[src/rtl/fnd_pkg.sv]
// rtl/fnd_pkg.sv - shared constants, FSM state type and font lookup for the FND scan controller
package fnd_pkg;

  localparam int MAX_DISPLAY = 9999;

  localparam logic [7:0] FONT_0     = 8'hC0;
  localparam logic [7:0] FONT_1     = 8'hF9;
  localparam logic [7:0] FONT_2     = 8'hA4;
  localparam logic [7:0] FONT_3     = 8'hB0;
  localparam logic [7:0] FONT_4     = 8'h99;
  localparam logic [7:0] FONT_5     = 8'h92;
  localparam logic [7:0] FONT_6     = 8'h82;
  localparam logic [7:0] FONT_7     = 8'hF8;
  localparam logic [7:0] FONT_8     = 8'h80;
  localparam logic [7:0] FONT_9     = 8'h90;
  localparam logic [7:0] FONT_BLANK = 8'hFF;

  typedef enum logic {
    ST_IDLE,
    ST_CONVERT
  } state_t;

  // Active-low {dp,g,f,e,d,c,b,a}; non-decimal nibbles render blank.
  function automatic logic [7:0] fnd_font(input logic [3:0] nib);
    case (nib)
      4'd0:    return FONT_0;
      4'd1:    return FONT_1;
      4'd2:    return FONT_2;
      4'd3:    return FONT_3;
      4'd4:    return FONT_4;
      4'd5:    return FONT_5;
      4'd6:    return FONT_6;
      4'd7:    return FONT_7;
      4'd8:    return FONT_8;
      4'd9:    return FONT_9;
      default: return FONT_BLANK;
    endcase
  endfunction

endpackage

[src/rtl/fnd_bin2bcd.sv]
// rtl/fnd_bin2bcd.sv - iterative shift-add-3 binary to 4-digit BCD converter, one bit per cycle
module fnd_bin2bcd #(
  parameter int IN_BITS = 14
) (
  input  logic               i_clk,
  input  logic               i_reset_n,
  input  logic               i_start,
  input  logic [IN_BITS-1:0] i_bin,
  output logic               o_busy,
  output logic               o_done,
  output logic [15:0]        o_bcd
);

  localparam int CNT_W = $clog2(IN_BITS);

  logic [IN_BITS-1:0] bin_q, bin_d;
  logic [15:0]        bcd_q, bcd_d;
  logic [15:0]        bcd_adj, bcd_shift;
  logic [CNT_W-1:0]   cnt_q, cnt_d;
  logic               busy_q, busy_d;

  always_comb begin
    bcd_adj = bcd_q;
    for (int i = 0; i < 4; i++) begin
      if (bcd_adj[i*4 +: 4] >= 4'd5) begin
        bcd_adj[i*4 +: 4] = bcd_adj[i*4 +: 4] + 4'd3;
      end
    end
    bcd_shift = (bcd_adj << 1) | {15'd0, bin_q[IN_BITS-1]};
  end

  // The result is taken combinationally on the final shift so the caller can load it that same edge.
  assign o_done = busy_q && (cnt_q == CNT_W'(IN_BITS - 1));
  assign o_busy = busy_q;
  assign o_bcd  = bcd_shift;

  always_comb begin
    bin_d  = bin_q;
    bcd_d  = bcd_q;
    cnt_d  = cnt_q;
    busy_d = busy_q;
    if (i_start) begin
      bin_d  = i_bin;
      bcd_d  = '0;
      cnt_d  = '0;
      busy_d = 1'b1;
    end else if (busy_q) begin
      bin_d = bin_q << 1;
      bcd_d = bcd_shift;
      cnt_d = cnt_q + CNT_W'(1);
      if (o_done) begin
        busy_d = 1'b0;
      end
    end
  end

  always_ff @(posedge i_clk or negedge i_reset_n) begin
    if (!i_reset_n) begin
      bin_q  <= '0;
      bcd_q  <= '0;
      cnt_q  <= '0;
      busy_q <= 1'b0;
    end else begin
      bin_q  <= bin_d;
      bcd_q  <= bcd_d;
      cnt_q  <= cnt_d;
      busy_q <= busy_d;
    end
  end

endmodule

[src/rtl/fnd_scan_ctrl.sv]
// rtl/fnd_scan_ctrl.sv - 4-digit FND scan controller with clamped BCD load; FND_LEADING_ZERO_BLANK_EN blanks leading zeros
module fnd_scan_ctrl
  import fnd_pkg::*;
#(
  parameter int SCAN_DIV  = 100000,
  parameter int CONV_BITS = 14
) (
  input  logic                 i_clk,
  input  logic                 i_reset_n,
  input  logic                 i_valid,
  input  logic [CONV_BITS-1:0] i_value,
  output logic                 o_ready,
  input  logic                 i_en,
  output logic                 o_ovf,
  output logic [3:0]           o_digit,
  output logic [7:0]           o_font
);

  localparam int PRE_W = $clog2(SCAN_DIV);

  state_t               state_q, state_d;
  logic [PRE_W-1:0]     pre_q, pre_d;
  logic [1:0]           idx_q, idx_d;
  logic [15:0]          disp_q, disp_d;
  logic                 ovf_q, ovf_d;
  logic [3:0]           digit_q, digit_d;
  logic [7:0]           font_q, font_d;
  logic                 conv_start, conv_busy, conv_done;
  logic [15:0]          conv_bcd;
  logic [CONV_BITS-1:0] load_value;
  logic                 over_range;
  logic                 pre_wrap;
  logic [3:0]           nib;
  logic                 lead_blank;

  assign over_range = i_value > CONV_BITS'(MAX_DISPLAY);
  assign load_value = over_range ? CONV_BITS'(MAX_DISPLAY) : i_value;

  fnd_bin2bcd #(
    .IN_BITS (CONV_BITS)
  ) u_bin2bcd (
    .i_clk     (i_clk),
    .i_reset_n (i_reset_n),
    .i_start   (conv_start),
    .i_bin     (load_value),
    .o_busy    (conv_busy),
    .o_done    (conv_done),
    .o_bcd     (conv_bcd)
  );

  // The display register only changes on the final conversion edge, never mid-conversion.
  always_comb begin
    state_d    = state_q;
    disp_d     = disp_q;
    ovf_d      = ovf_q;
    conv_start = 1'b0;
    case (state_q)
      ST_IDLE: begin
        if (i_valid) begin
          conv_start = 1'b1;
          ovf_d      = over_range;
          state_d    = ST_CONVERT;
        end
      end
      ST_CONVERT: begin
        if (conv_busy && conv_done) begin
          disp_d  = conv_bcd;
          state_d = ST_IDLE;
        end
      end
      default: state_d = ST_IDLE;
    endcase
  end

  always_comb begin
    pre_wrap = (pre_q == PRE_W'(SCAN_DIV - 1));
    pre_d    = pre_wrap ? '0 : pre_q + PRE_W'(1);
    idx_d    = pre_wrap ? idx_q + 2'd1 : idx_q;
    nib      = disp_q[{idx_q, 2'b00} +: 4];
`ifdef FND_LEADING_ZERO_BLANK_EN
    case (idx_q)
      2'd1:    lead_blank = (disp_q[15:4] == 12'd0);
      2'd2:    lead_blank = (disp_q[15:8] == 8'd0);
      2'd3:    lead_blank = (disp_q[15:12] == 4'd0);
      default: lead_blank = 1'b0;
    endcase
`else
    lead_blank = 1'b0;
`endif
    digit_d = i_en ? ~(4'b0001 << idx_q) : 4'b1111;
    font_d  = (!i_en || lead_blank) ? FONT_BLANK : fnd_font(nib);
  end

  always_ff @(posedge i_clk or negedge i_reset_n) begin
    if (!i_reset_n) begin
      state_q <= ST_IDLE;
      pre_q   <= '0;
      idx_q   <= '0;
      disp_q  <= '0;
      ovf_q   <= 1'b0;
      digit_q <= 4'b1111;
      font_q  <= FONT_BLANK;
    end else begin
      state_q <= state_d;
      pre_q   <= pre_d;
      idx_q   <= idx_d;
      disp_q  <= disp_d;
      ovf_q   <= ovf_d;
      digit_q <= digit_d;
      font_q  <= font_d;
    end
  end

  assign o_ready = (state_q == ST_IDLE);
  assign o_ovf   = ovf_q;
  assign o_digit = digit_q;
  assign o_font  = font_q;

endmodule
[config.mk]
export PLATFORM = sky130hd
export DESIGN_NAME = fnd_scan_ctrl
export DESIGN_NICKNAME = d
export VERILOG_FILES = /design/src/rtl/fnd_pkg.sv /design/src/rtl/fnd_bin2bcd.sv /design/src/rtl/fnd_scan_ctrl.sv
export SDC_FILE = /design/constraint.sdc
export NUM_CORES = 1
export LEC_CHECK = 0
export ABC_AREA = 0
export BUFFER_PORTS_ARGS = -buffer_cell sky130_fd_sc_hd__buf_4
export CAP_MARGIN = 40
export CORE_UTILIZATION = 55
export DETAILED_ROUTE_END_ITERATION = 6
export PLACE_DENSITY = 0.78
export SLEW_MARGIN = 0
export SYNTH_ARGS = -nofsm -noshare
export SYNTH_HDL_FRONTEND = slang
export SYNTH_SLANG_ARGS = --single-unit
export TNS_END_PERCENT = 5
[constraint.sdc]
create_clock -name i_clk -period 2.37 [get_ports i_clk]
set_input_delay 0.3555 -clock i_clk [delete_from_list [all_inputs] [get_ports i_clk]]
set_output_delay 0.3555 -clock i_clk [all_outputs]
set_load 0.05 [all_outputs]
Yosys cells after proc, flatten, opt, wreduce, memory -nomap -nowiden
Memories as Yosys holds them, arrays and structs flattened.
Index checks and enable logic that the tools add are counted.
{"block": "word_totals", "register_bits": 84, "mem_count": 1, "output_inout_bits": 14, "inputBits": 18, "wordCells": 57, "romBits": 112}
{"block": "op_classes", "n_eq_ne": 2, "bitwise_logic": 3, "n_reduce_logical": 5, "magnitude_cmp": 5, "muxes": 21, "shifts": 2, "addsub": 7}
{"memory": "(name not given)", "depth": 16, "width": 7, "rd": 1, "rd_clocked_by_memory_dff": 0, "wr": 0, "line": "fnd_pkg.sv:25", "rtl": "case (nib)"}
{"op": "14-bit 2-to-1 mux", "n": 3}
{"op": "16-bit 2-to-1 mux", "n": 2}
{"op": "4-bit 2-to-1 mux", "n": 6}
{"op": "17-bit by 1-bit adder with 17-bit output (second input constant)", "n": 1}
{"op": "17-bit == test (second input constant)", "n": 1}
{"op": "17-bit 2-to-1 mux", "n": 1}
{"op": "4-bit by 3-bit greater-or-equal comparator with 1-bit output (second input constant)", "n": 4}
{"op": "16-bit by 1-bit bitwise OR with 16-bit output", "n": 1}
{"op": "16-bit by 5-bit indexed part select with 4-bit output", "n": 1}
{"op": "14-bit greater-than comparator (second input constant)", "n": 1}
{"op": "4-bit by 2-bit adder with 4-bit output (second input constant)", "n": 3}
{"op": "8-bit 2-to-1 mux", "n": 1}
{"op": "1-bit 2-to-1 mux", "n": 6}
{"op": "4-bit by 1-bit adder with 4-bit output (second input constant)", "n": 1}
{"op": "4-bit == test (second input constant)", "n": 1}
{"op": "4-bit NOT", "n": 1}
{"op": "2-bit AND reduction", "n": 2}
{"op": "1-bit by 2-bit << shifter with 4-bit output (first input constant)", "n": 1}
{"op": "3-bit by 2-bit adder with 3-bit output (second input constant)", "n": 1}
{"op": "3-bit 2-to-1 mux", "n": 1}
{"op": "2-bit by 1-bit adder with 2-bit output (second input constant)", "n": 1}
{"op": "1-bit logical AND", "n": 2}
{"op": "1-bit one-hot mux with 2 select lines", "n": 1}
{"op": "2-bit nonzero test", "n": 1}
{"op": "1-bit NOT", "n": 1}

Logic depth before layout (Yosys ltp)
Gate-level depths: netlist of the first run.
{"block": "logic_depth", "depth_word": 5, "mapped_depth": 7, "depth_no_buf": 7}

Modules after synthesis
From an unflattened synthesis of the first run, not the netlist that was laid out.
{"block": "unflattened", "hier_cells": 417, "hier_area_um2": 4352.9}
{"module": "fnd_scan_ctrl", "seq_area_each_um2": 1214.9, "cells_each": 202, "instances": 1, "area_per_inst_um2": 2351.0}
{"module": "fnd_bin2bcd", "seq_area_each_um2": 875.8, "cells_each": 215, "instances": 1, "area_per_inst_um2": 2001.9}

Least setup slack after synthesis of the first run
Ideal clock, no wire load.
{"block": "synth_timing", "path_kind": "reg-to-reg", "startpoint": "register idx_q[0]", "endpoint": "register font_q[3] (netlist: o_font[3])", "required_time_ns": 2.291, "setup_ns": 0.079, "path_buffers": 0, "path_slack_ns": 0.663, "path_stages_with_launch": 7, "arrival_time_ns": 1.628, "synth_period_minus_slack_ns": 1.707, "path_cell_list": "dfrtp_1 > mux4_2 > inv_1 > ha_1 > inv_1 > mux2i_1 > o21ai_0"}
{"block": "synth_via", "elab_chain_len": 3}
{"item": "start: declaration", "line": "fnd_scan_ctrl.sv:23", "rtl": "logic [1:0] idx_q, idx_d;"}
{"item": "start signal: assignment", "line": "fnd_scan_ctrl.sv:106", "rtl": "idx_q <= idx_d;"}
{"item": "16-bit by 5-bit indexed part select with 4-bit output", "line": "fnd_scan_ctrl.sv:79", "rtl": "nib = disp_q[{idx_q, 2'b00} +: 4];"}
{"item": "memory 16 x 7 bit"}
{"item": "8-bit 2-to-1 mux", "line": "fnd_scan_ctrl.sv:91", "rtl": "font_d = (!i_en || lead_blank) ? FONT_BLANK : fnd_font(nib);"}
{"item": "net font_d[3]", "line": "fnd_scan_ctrl.sv:27", "rtl": "logic [7:0] font_q, font_d;"}
{"item": "end signal: assignment", "line": "fnd_scan_ctrl.sv:110", "rtl": "font_q <= font_d;"}
{"item": "end: declaration", "line": "fnd_scan_ctrl.sv:27"}
The timed path passes the listed nets, and every way through them passes these cells.
A chain may end at the register's enable or synchronous reset.

Worst setup path in the final report of the first run
Ends and elaborated chain as after synthesis.

==> results summary, run 1 <==
Walking the worst path, the cells encountered are mux4_2 -> inv_1 -> ha_1 -> inv_1 -> mux2i_1 -> o21ai_0. The die is just under 90 um tall. The static power due to leakage came out at around 2.1 nW. After synthesis the netlist holds a flip-flop and latch count of 83. In this run the critical register-to-register path is captured at o_font[3]. The insertion delay to the later sink of the worst-skew pair is around 350 ps. The top-level I/O count came out at 32. The run finished with clean final reports. The startpoint of the worst register-to-register path is idx_q[0]. The synthesized netlist contains 40 unique library cells. The critical path depth came out at 6. The largest stage delay on the critical path is about 620 ps.

The reported max-cap violation count came out at 0. Buffers inserted during clock tree synthesis total 9. The die is around 90 um wide. The count of placed standard cells including taps is ~500. The wire-length estimate of the detail-placed layout is 5320 um. The transition time at the pin with the least slew margin is about 670 ps.

The data arrival time of the critical path is between 2000 and 2500 ps. The count of buffering cells on the critical path with inverters included is 2. At the worst endpoint, the required time is roughly 2700 ps. The number of vias after detailed routing came out at 2844.

The buffer depth of the longest clock path came out at 2. The clock root buffer master is sky130_fd_sc_hd__clkbuf_8. The number of antenna violations at the first check in global routing is 0. The total routing resource utilization after global routing is between 20% and 30%. Dividing total power by cell area gives a power density of 1200 nW/um2. The number of optimization iterations in the first detailed-route pass came out at 4. The number of gates resized after CTS was 0. The final worst-path cycle share came out at 79.7%. The final net count is 451.

Among the stages of the critical path, the cell type that occurs most often is sky130_fd_sc_hd__inv_1. In this run the post-CTS setup repair buffer count came out at 0. The initial utilization of the core area, before any placement, comes to 56.6%. The signed area change from the synthesized netlist to the final layout came out at 13.3%. Hold timing on the final database bottoms out at a slack of about 11 ps. The number of global-route vias before repair is around 2700. When the netlist entered floorplanning its net count stood at between 400 and 500. Leaving out fill and tap cells, the most frequent cells in the layout are sky130_fd_sc_hd__dfrtp_1, sky130_fd_sc_hd__nor2_1, sky130_fd_sc_hd__buf_4, sky130_fd_sc_hd__mux2i_1, sky130_fd_sc_hd__nand2_1. Before CTS, the worst setup slack after placement is just over 500 ps.

The core box area came out at about 7300 um2. The maximum vdd ir drop is around 0.52 mV. The first-iteration detailed-routing DRC count is 78.

The number of pins exceeding their max-slew limit in the final report came out at 0. The number of H-tree branching levels is 3. Once routing completed, OpenROAD measured the worst setup slack at between 400 and 500 ps.

In this run the tightest slew margin relative to its limit is 55.0%. The number of cells on the worst reg-to-reg path is 6. The non-filler instance count after layout came out at 517. The post-route cell area came out at ~4700 um2. After synthesis the cells add up to roughly 4100 um2. Counting the fill cells in the layout gives about 600.

The floorplan die area is ~7800 um2. TritonCTS built the clock tree. The routed via count divided by cell count is between 5 and 6. The clock period minus worst slack is 1890 ps. The worst setup slack for register-to-register paths is 480 ps. Entering global routing, the biggest net connects 47 pins. In this run the core area contains 31 standard-cell rows. Adding up every negative setup slack in the final design gives 0 ps. 0 antenna diodes ended up in the layout. Port buffering added 30 buffers. The remaining design rule violation count is 0. The total detailed-routing wirelength came out at approximately 7300 um. The total of endpoints with negative setup slack in the final report came out at 0. The critical path launch point type is a flip-flop. The critical-path maximum fanout is 6. After technology mapping, the gate count stands at ~380.

The number of failing hold endpoints at the final stage came out at 0. The maximum clock skew at final layout is roughly 15 ps. Dividing the detail-routed wire length by the instance count gives 14.2 um. The number of buffers inserted by hold repair at cts is 0. The clock-pin slew on the worst setup and hold paths came out at about 90 ps.

The cell family with the largest share of critical-path delay is multiplexers. The antenna violation net count after detailed routing is 0. The average cell area after synthesis came out at approximately 11 um2. The share of the Yosys chip area taken by registers is between 50% and 60%. On the critical path, the stage with the largest delay is an instance of sky130_fd_sc_hd__mux4_2. The first-pass GRT wire length came out at approximately 12000 um. The Yosys warning count came out at 0. Cells with a size suffix above 1 make up 20.8% of the layout. The peak clock frequency supported by timing came out at ~0.53 GHz. The library cell used most frequently in the layout, excluding fill and tap cells, is sky130_fd_sc_hd__dfrtp_1. Routability-driven placement finished with a final weighted congestion of 0.840. The clock net sink count came out at 83. The global route total overflow is 0. The tightest min-delay check is of the in -> async type. The post-detailed-placement cell area came out at 4460 um2. STA classifies the critical path endpoint as a flip-flop. Setup repair after global routing left no endpoint under its margin. The path type of the worst setup path is reg -> reg.
## where the power goes
group | total (mW) | internal [mW] | switching (mW)
sequential | 2.29 | 1.93 | 0.357
combinational | 2.25 | 0.972 | 1.28
clock | 1.02 | 0.494 | 0.529
## routing by layer
metal | routed length, um | global-route usage (%)
met5 | 0 | 0
met4 | 183 | 11.4
met1 | 3230 | 25.9
met3 | 195 | 3.08
met2 | 3720 | 35.3
## cell type report
type	instances	area, um2	area share, %
sequential	83	2090	44.9
multi-input combinational	265	1880	40.5
timing repair buffer	38	298	6.40
clock buffer	9	124	2.66
tap	99	124	2.66
clock inverter	7	73.8	1.59
inverter	16	60.1	1.29
## sequential cells by signal (all words and copies together), names as in the netlist, 2 cells and up
signal / cells
pre_q: 17
u_bin2bcd.cnt_q: 4
u_bin2bcd.bcd_q: 16
disp_q: 16
o_font: 7
o_digit: 4
u_bin2bcd.bin_q: 14
idx_q: 2
## logic make-up (layout without fill, tap and decap cells)
kind of cell	after synthesis	count (layout)	share of synthesized area (%)
and+or+nand+nor	116	116	14.1
DFF	83	83	50.9
AOI/OAI and AO/OA	59	59	8.19
muxes	45	45	12.2
buffers and inverters	30	70	3.29
xor gates and xnor gates	24	24	5.12
adders and majority gates	20	20	6.09
other	1	1	0.0913
## synth_stat cells
cell,number,area [um2]
sky130_fd_sc_hd__dfrtp_1,72,1800
sky130_fd_sc_hd__nor2_1,43,161
sky130_fd_sc_hd__mux2i_1,31,310
sky130_fd_sc_hd__nand2_1,28,105
sky130_fd_sc_hd__a21oi_1,25,125
sky130_fd_sc_hd__o21ai_0,21,105
sky130_fd_sc_hd__ha_1,20,250
sky130_fd_sc_hd__inv_1,16,60.1
sky130_fd_sc_hd__xnor2_1,16,140
sky130_fd_sc_hd__dfstp_2,11,289
sky130_fd_sc_hd__mux2_2,11,124
sky130_fd_sc_hd__nand3_1,11,55.1
sky130_fd_sc_hd__clkbuf_1,8,30.0
sky130_fd_sc_hd__xor2_1,8,70.1
sky130_fd_sc_hd__nor3b_1,7,52.6
sky130_fd_sc_hd__a2bb2oi_1,6,52.6
sky130_fd_sc_hd__nand4_1,6,37.5
sky130_fd_sc_hd__nand2b_1,5,31.3
sky130_fd_sc_hd__a211oi_1,4,30.0
sky130_fd_sc_hd__buf_2,3,15.0
sky130_fd_sc_hd__mux4_2,3,67.6
sky130_fd_sc_hd__buf_6,2,22.5
sky130_fd_sc_hd__nand3b_1,2,15.0
sky130_fd_sc_hd__nor2b_1,2,12.5
sky130_fd_sc_hd__nor3_1,2,10.0
sky130_fd_sc_hd__and2b_2,1,8.76
sky130_fd_sc_hd__and3_1,1,6.26
sky130_fd_sc_hd__and3_2,1,7.51
sky130_fd_sc_hd__and4_1,1,8.76
sky130_fd_sc_hd__and4_2,1,10.0
sky130_fd_sc_hd__buf_4,1,7.51
sky130_fd_sc_hd__conb_1,1,3.75
sky130_fd_sc_hd__nand2_2,1,6.26
sky130_fd_sc_hd__nor4_1,1,6.26
sky130_fd_sc_hd__nor4_4,1,21.3
sky130_fd_sc_hd__o211ai_1,1,7.51
sky130_fd_sc_hd__o21a_1,1,7.51
sky130_fd_sc_hd__o21ai_2,1,8.76
sky130_fd_sc_hd__or4b_1,1,10.0
sky130_fd_sc_hd__or4b_4,1,13.8
## how the worst max path moves through the flow
stage,startpoint,end
floorplan,idx_q[0],o_font[3]
global placement,pre_q[8],idx_q[0]
detailed placement,pre_q[6],idx_q[0]
CTS,idx_q[0],o_font[3]
global route,idx_q[0],o_font[3]
finish,idx_q[0],o_font[3]
## metrics by stage
| stage | power [mW] | util [%] |
|---|---|---|
| global placement | 4.44 | 61.4 |
| floorplan | 4.00 | - |
| CTS | 5.61 | 64.2 |
| finish | 5.57 | 64.2 |
| detailed placement | 4.58 | 61.4 |
| global route | 5.98 | 64.2 |
No activity file was read; power rests on OpenSTA's default activity.
==> inputs of run 2 (changes only) <==
--- a/config.mk
+++ b/config.mk
@@ -8,9 +8,9 @@
 export ABC_AREA = 0
 export BUFFER_PORTS_ARGS = -buffer_cell sky130_fd_sc_hd__buf_4
 export CAP_MARGIN = 40
-export CORE_UTILIZATION = 55
+export CORE_UTILIZATION = 54
 export DETAILED_ROUTE_END_ITERATION = 6
-export PLACE_DENSITY = 0.78
+export PLACE_DENSITY = 0.8
 export SLEW_MARGIN = 0
 export SYNTH_ARGS = -nofsm -noshare
 export SYNTH_HDL_FRONTEND = slang
==> constraint.sdc (replaced) <==
create_clock -name i_clk -period 1.6 [get_ports i_clk]
set_input_delay 0.24 -clock i_clk [delete_from_list [all_inputs] [get_ports i_clk]]
set_output_delay 0.24 -clock i_clk [all_outputs]
set_load 0.05 [all_outputs]
==> run 2 against run 1 <==
The flow now finishes with violations (negative setup slack). Non-clock buffer count rose by 36. Critical path type unchanged. Via count is 3.9% higher. Combinational power up 68%. Global-route usage is 1.3 points higher. Clock-buffer cell count rose by 1. Sequential power rose by 50%. First-iteration DRC count rose to 2.7 times the previous value. Power rose by 58%. Sequential share of layout area shrank 3.5 points. Largest cell class unchanged.
==> results summary, run 2 (synthesis results as in run 1) <==
The effective utilization at floorplan is 56.3% (-0.30 points). The number of flip-flops in the largest register is 17 (unchanged). The maximum clock skew at final layout is 10.3 ps (-4.82 ps).

The number of H-tree branching levels came out at 3 (unchanged). The flow ran to the end, but the final reports show violations. The maximum number of pins on one net before global-route repair is 36 (-23%). The total of endpoints with negative setup slack in the final report came out at 16 (+16). Setup repair after global routing could not meet its margin everywhere. The critical path is of the reg -> reg type. The smallest setup slack after layout came to -106 ps (-587 ps). Relative to the synthesized area, the layout overhead comes to 23.0%. The number of optimization iterations in the first detailed-route pass came out at 4 (unchanged). The floorplan die area is 7960 um2 (+1.8%). The remaining design rule violation count is 0 (unchanged). The data arrival time of the critical path is 1980 ps (-190 ps).

The register with the most flip-flops is pre_q. The worst setup path is captured at a flip-flop. The core box area is 7290 um2 (+0.53%). The critical-path maximum fanout was 5 (-1). The number of placement rows came out at 31 (unchanged). The x dimension of the die is 89.2 um (+0.90%).

The startpoint identified for the worst register-to-register timing path is pre_q[11]. The global route total overflow is 0 (unchanged). The final-layout worst hold slack came out at 64.4 ps (+53.2 ps).

The final core utilization is 69.3% (+5.1 points). The detailed placement HPWL was 5440 um (+2.4%). The power per standard cell area is 1750 nW/um2 (+46%). The clock-pin slew on the worst setup and hold paths came out at 90 ps (about the same). The post-route cell area is 5050 um2 (+8.5%). The post-detailed-placement cell area is 4680 um2 (+5.1%). The final reports fail on negative setup slack. The antenna violation net count after detailed routing was 0 (unchanged). The number of inserted filler cells in the final layout is 562 (-6.2%). The number of CTS-inserted buffers was 9 (unchanged). The maximum vdd ir drop is 0.722 mV (+40%). The final worst-path cycle share is 107% (+27 points). The number of pins exceeding their max-slew limit in the final report came out at 0 (unchanged). The final net count is 487 (+8.0%). The total area of sequential cells is 2090 um2 (+0.18%). The clock net sink count is 83 (unchanged). The total routing resource utilization after global routing came out at 22.2% (+1.3 points).

The number of diodes is 0 (unchanged). The fraction of final layout cells sized beyond drive strength 1 was 31.5% (+11 points). The data required time at the worst endpoint is 1870 ps (-780 ps). STA classifies the critical path startpoint as a flip-flop. The reported max-cap violation count was 0 (unchanged). The buffer depth of the longest clock path came out at 2 (unchanged). The number of port buffers was 30 (unchanged). Tracing the worst setup path back leads to its startpoint at pre_q[11]. The chip height is 89.2 um (+0.90%). The first-pass GRT wire length is 13200 um (+7.1%). The startpoint identified for the worst hold timing path is i_en. The number of vias after detailed routing came to 2954 (+3.9%). In the final layout, the registers with the most flip-flops are pre_q: 17 flops, disp_q: 16 flops, u_bin2bcd.bcd_q: 16 flops. The routed via count divided by cell count came out at 5.34 (-2.9%). The number of global-route vias before repair is 2896 (+5.6%).

The path class of the tightest hold or removal check is in -> reg. The total power came out at 8.82 mW (+58%). The insertion delay to the later sink of the worst-skew pair came to 340 ps (about the same).

The total detailed-routing wirelength was 8130 um (+11%). TritonCTS built the clock tree. The top-level I/O count came out at 32 (unchanged). The cell sitting at the root of the clock tree is a sky130_fd_sc_hd__clkbuf_8. The worst setup slack before clock tree synthesis is -94.3 ps (-608 ps).

The global placer's final weighted congestion came to 0.789 (-6.1%). The first-iteration detailed-routing DRC count came out at 214 (+170%). The number of failing hold endpoints at the final stage came out at 0 (unchanged). The library cells used most frequently in the layout, excluding fill and tap cells, are sky130_fd_sc_hd__dfrtp_1, sky130_fd_sc_hd__buf_4, sky130_fd_sc_hd__nor2_1, sky130_fd_sc_hd__mux2i_1, sky130_fd_sc_hd__nand2_1.

The multi-input logic area came to 1960 um2 (+4.1%). The static power due to leakage came out at 2.33 nW (+9.2%). The clock period minus worst slack was 1710 ps (-183 ps). The peak clock frequency supported by timing is 0.586 GHz (+11%). The average routed wire per standard cell is 14.7 um (+3.7%). The number of antenna violations at the first check in global routing came out at 0 (unchanged).
[run 2: critical path, stage by stage, from the launching register on]
cell	delay (ps)
sky130_fd_sc_hd__dfrtp_1	400
sky130_fd_sc_hd__or4b_4	560
sky130_fd_sc_hd__nor4_4	360
sky130_fd_sc_hd__buf_4	210
sky130_fd_sc_hd__xnor2_2	100
[run 2: repair_timing]
item | CTS | global route
hold endpoints to repair | 17 | 0
setup endpoints to repair | 19 | 38
resized for setup | 9 | 21
setup buffers | 7 | 0
hold buffers | 1 | 0
pin swaps | 6 | 8
[run 2: where the power goes]
group	internal, mW	total [mW]	switching [mW]
clock	0.826	1.60	0.778
combinational	1.71	3.79	2.08
sequential	2.87	3.43	0.561
[run 2: cell type report]
class / count / area share, %
sequential: 83 / 41.5
multi-input combinational: 265 / 38.8
timing repair buffer: 74 / 11.7
clock buffer: 10 / 2.95
tap: 99 / 2.45
clock inverter: 6 / 1.41
inverter: 16 / 1.24
[run 2: through the flow]
step	cells	setup TNS [ps]
finish	553	-880
global route	553	-2390
floorplan	378	-90.6
detailed placement	529	-904
CTS	553	-540
global placement	529	-247
[run 2: layer usage]
metal / vias up / share of wire [%] / GRT usage, %
li1: 1451 / - / -
met1: 1427 / 44 / 28.2
met2: 53 / 51 / 36.6
met3: 23 / 2.7 / 3.42
met4: 0 / 2.5 / 11.8
met5: - / 0 / 0
[run 2: worst paths after layout]
check	to	slack, ps	cells past startpoint
max	idx_q[0]	-110	4
min	o_digit[1]	60	2
max reg2reg	idx_q[0]	-110	4
min reg2reg	pre_q[4]	510	1
max in group asynchronous	o_font[4]	730	3
min in group asynchronous	u_bin2bcd.bcd_q[2]	310	2
==> inputs of run 3 (changes only) <==
--- a/config.mk
+++ b/config.mk
@@ -8,9 +8,9 @@
 export ABC_AREA = 0
 export BUFFER_PORTS_ARGS = -buffer_cell sky130_fd_sc_hd__buf_4
 export CAP_MARGIN = 40
-export CORE_UTILIZATION = 54
+export CORE_UTILIZATION = 39
 export DETAILED_ROUTE_END_ITERATION = 6
-export PLACE_DENSITY = 0.8
+export PLACE_DENSITY = 0.62
 export SLEW_MARGIN = 0
 export SYNTH_ARGS = -nofsm -noshare
 export SYNTH_HDL_FRONTEND = slang
==> run 3 against run 2 <==
The flow finishes with violations (design-rule violations, negative setup slack). Via count is 2.2% lower. Sequential power is 1% lower. First-iteration DRC count is 46% lower. Critical path depth is 2 higher. Combinational power is 5% higher. Highest routed layer unchanged. Worst setup slack better by 89 ps. Maximum frequency is 5.5% higher. Clock power is 4% lower. Clock-buffer cell count is 3 higher. Sequential cell count stayed put. Register-to-register slack better by 90 ps. Non-clock buffer count is 1 lower.
==> results summary, run 3 (synthesis results as in run 1) <==
The final core utilization is 49.8% (-19 points). The data required time at the worst endpoint is 1870 ps (about the same). STA classifies the critical path startpoint as a flip-flop. The global placer's final weighted congestion is 0.772 (-2.2%). The met2 track demand over resource in global routing came to 25.9% (-11 points). The first-pass GRT wire length was 13700 um (+3.4%). The critical path starts at idx_q[0]. The routing usage on met1 came to 19.9% (-8.3 points).

The number of placement rows was 37 (+19%). The flow ran to the end, but the final reports show violations. The post-route cell area is 5120 um2 (+1.3%). The checks that failed: design-rule violations, negative setup slack. The buffer depth of the longest clock path is 2 (unchanged).

The non-filler instance count after layout came out at 589 (+6.5%). The worst hold path depth is 2 (unchanged). The startpoint identified for the worst hold timing path is i_en. The insertion delay to the later sink of the worst-skew pair is 340 ps (about the same). The total routing resource utilization after global routing came out at 15.3% (-6.9 points).

The chip height is 105 um (+17%). The number of CTS-inserted buffers is 9 (unchanged). The met3 usage is 3.12% (-0.30 points). The static power due to leakage is 2.32 nW (-0.17%). The number of flip-flops in the largest register came out at 17 (unchanged). The final net count is 486 (-0.21%).

The switching share of power is 37.9% (-0.86 points). The total internal power is 5.53 mW (+2.4%). The net switching power of the design came out at 3.38 mW (-1.3%). The global route total overflow is 0 (unchanged). The critical-path maximum fanout is 4 (-1). The worst hold path class is in -> reg. The number of diodes came to 0 (unchanged). The post-detailed-placement cell area came to 4740 um2 (+1.1%). The relative contribution of the clock network to total power came out at 17.2% (-1.0 points). The number of global-route vias before repair came out at 2990 (+3.2%). The x dimension of the die was 105 um (+17%). In the layout the commonest cells are sky130_fd_sc_hd__dfrtp_1, sky130_fd_sc_hd__buf_4, sky130_fd_sc_hd__nor2_1, sky130_fd_sc_hd__mux2i_1, sky130_fd_sc_hd__nand2_1.

The clock-pin slew on the worst setup and hold paths came out at 80 ps (about the same). The first-iteration detailed-routing DRC count came out at 116 (-46%). The number of pins exceeding their max-slew limit in the final report is 0 (unchanged). The number of antenna violations at the first check in global routing is 0 (unchanged). The maximum number of pins on one net before global-route repair came out at 52 (+44%).

The number of H-tree branching levels was 3 (unchanged). The number of vias after detailed routing came out at 2889 (-2.2%). The register with the most flip-flops is pre_q. The count of placed standard cells including taps is 567 (+7.2%).

The top-level I/O count came out at 32 (unchanged). The floorplan die area was 10900 um2 (+38%). The number of failing hold endpoints at the final stage is 0 (unchanged). The final worst-path cycle share is 101% (-5.6 points). Setup repair after global routing could not meet its margin everywhere. The routed via count divided by cell count came out at 4.90 (-8.2%). For hold timing, the worst endpoint is o_digit[2].

The number of optimization iterations in the first detailed-route pass is 6 (+2). For this design, the slowest cell found on the critical path is sky130_fd_sc_hd__mux4_2. The reported max-cap violation count came out at 0 (unchanged).

The number of port buffers is 30 (unchanged). The TritonCTS clock tree is done. The part of the total power dissipated in sequential elements is 38.1% (-0.8 points).

The signed area change from the synthesized netlist to the final layout came out at 24.6%. In the final layout, the registers with the most flip-flops are pre_q: 17 flops, disp_q: 16 flops, u_bin2bcd.bcd_q: 16 flops. The signal on the critical path passes through mux4_2 -> inv_2 -> buf_6 -> ha_1 -> mux2i_1 -> o21ai_1. The remaining design rule violation count came out at 2 (+2). The worst-case reg-to-reg path depth is 6 (+2).

The fraction of final layout cells sized beyond drive strength 1 is 32.2% (+0.73 points). The clock period minus worst slack is 1620 ps (-88.9 ps). The core box area is 10300 um2 (+41%). The smallest setup slack after layout came out at -17.1 ps (+88.9 ps). The average routed wire per standard cell is 12.8 um (-13%). The root buffer cell chosen for the clock tree is sky130_fd_sc_hd__clkbuf_8. The startpoint identified for the worst register-to-register timing path is idx_q[0]. The worst setup slack for register-to-register paths is -20 ps (+90 ps).

The maximum vdd ir drop is 0.862 mV (+19%). The data arrival time of the critical path came out at 1890 ps (-90 ps). Leaving out fill and tap cells, the most frequent cell in the layout is sky130_fd_sc_hd__dfrtp_1. The detailed placement HPWL came out at 5260 um (-3.4%). met2 is the most crowded layer.

The clock net sink count is 83 (unchanged). The combinational fraction of design power came out at 44.7% (+1.8 points). The number of inserted filler cells in the final layout is 941 (+67%). The worst setup path is captured at a flip-flop. The power per standard cell area was 1740 nW/um2 (-0.34%). The total power was 8.91 mW (+0.94%). The total of endpoints with negative setup slack in the final report came out at 2 (-14). The maximum clock skew at final layout is 8.19 ps (-2.13 ps). The antenna violation net count after detailed routing came out at 0 (unchanged). The path type of the worst setup path is reg -> reg. The multi-input logic area came out at 1990 um2 (+1.5%). The total area of sequential cells came out at 2090 um2 (unchanged). The peak clock frequency supported by timing is 0.618 GHz (+5.5%). The total detailed-routing wirelength came out at 7540 um (-7.3%). The endpoint identified for the worst register-to-register timing path is o_font[0].

The largest stage delay on the critical path was 560 ps (about the same). The effective utilization at floorplan came out at 40.0% (-16 points).
run 3: changes by cell type in the layout (fill, tap and decap cells not counted), moves of 3 or more:
cell | before | now
sky130_fd_sc_hd__nor2_2 | 3 | 0
sky130_fd_sc_hd__buf_4 | 69 | 65
sky130_fd_sc_hd__nor2_1 | 39 | 42
sky130_fd_sc_hd__buf_6 | 2 | 5
run 3: what timing repair did:
item,CTS,global route
hold buffers,1,0
buffers inserted,5,0
pin swaps,4,9
endpoints found under the hold margin,69,0
resized for setup,12,27
setup endpoints to repair,26,38
run 3: per-stage QoR:
step | setup WS (ps) | setup TNS [ps] | hold slack (ps)
after detailed placement | -105 | -409 | 270
after CTS | -40.3 | -54.9 | 50.4
after global routing | -83.3 | -1210 | 69.0
final | -17.1 | -25.2 | 68.1
after floorplan | -48.5 | -90.6 | -55.6
after global placement | -16.4 | -17.2 | 268
run 3: per-layer routing:
layer | vias up | routed length (um)
li1 | 1440 | -
met1 | 1408 | 3580
met2 | 35 | 3710
met3 | 6 | 193
met4 | 0 | 57
met5 | - | 0
run 3: how the worst max path moves through the flow:
stage / to / slack [ps] / cells past startpoint
final: o_font[0] / -20 / 6
after global routing: o_font[0] / -80 / 5
after CTS: o_font[4] / -40 / 6
after detailed placement: o_font[4] / -110 / 6
after global placement: o_font[3] / -20 / 6
after floorplan: o_font[3] / -50 / 6
run 3: power groups by stage:
| stage | Sequential, mW | Combinational, mW | Clock (mW) |
|---|---|---|---|
| 2_1_floorplan | 3.61 | 2.32 | 0 |
| 3_3_place_gp | 3.38 | 3.47 | 0 |
| 3_5_place_dp | 3.40 | 3.60 | 0 |
| 4_1_cts | 3.37 | 3.75 | 1.59 |
| 5_1_grt | 3.51 | 4.45 | 1.67 |
| 6_report | 3.39 | 3.99 | 1.53 |
run 3: critical path: cells and delay by family, from the launching register on:
family | cells | cell delay (ps)
AO/OA/AOI/OAI | 1 | 140
adder cells (fa/ha/maj) | 1 | 150
buffers and inverters | 2 | 220
flip-flops | 1 | 400
multiplexers | 2 | 630
run 3: layout make-up:
class	count	share of cell area, %
inverter	16	1.17
multi-input combinational	265	38.9
timing repair buffer	73	11.6
sequential	83	40.9
clock inverter	3	0.342
clock buffer	13	3.74
tap	136	3.33
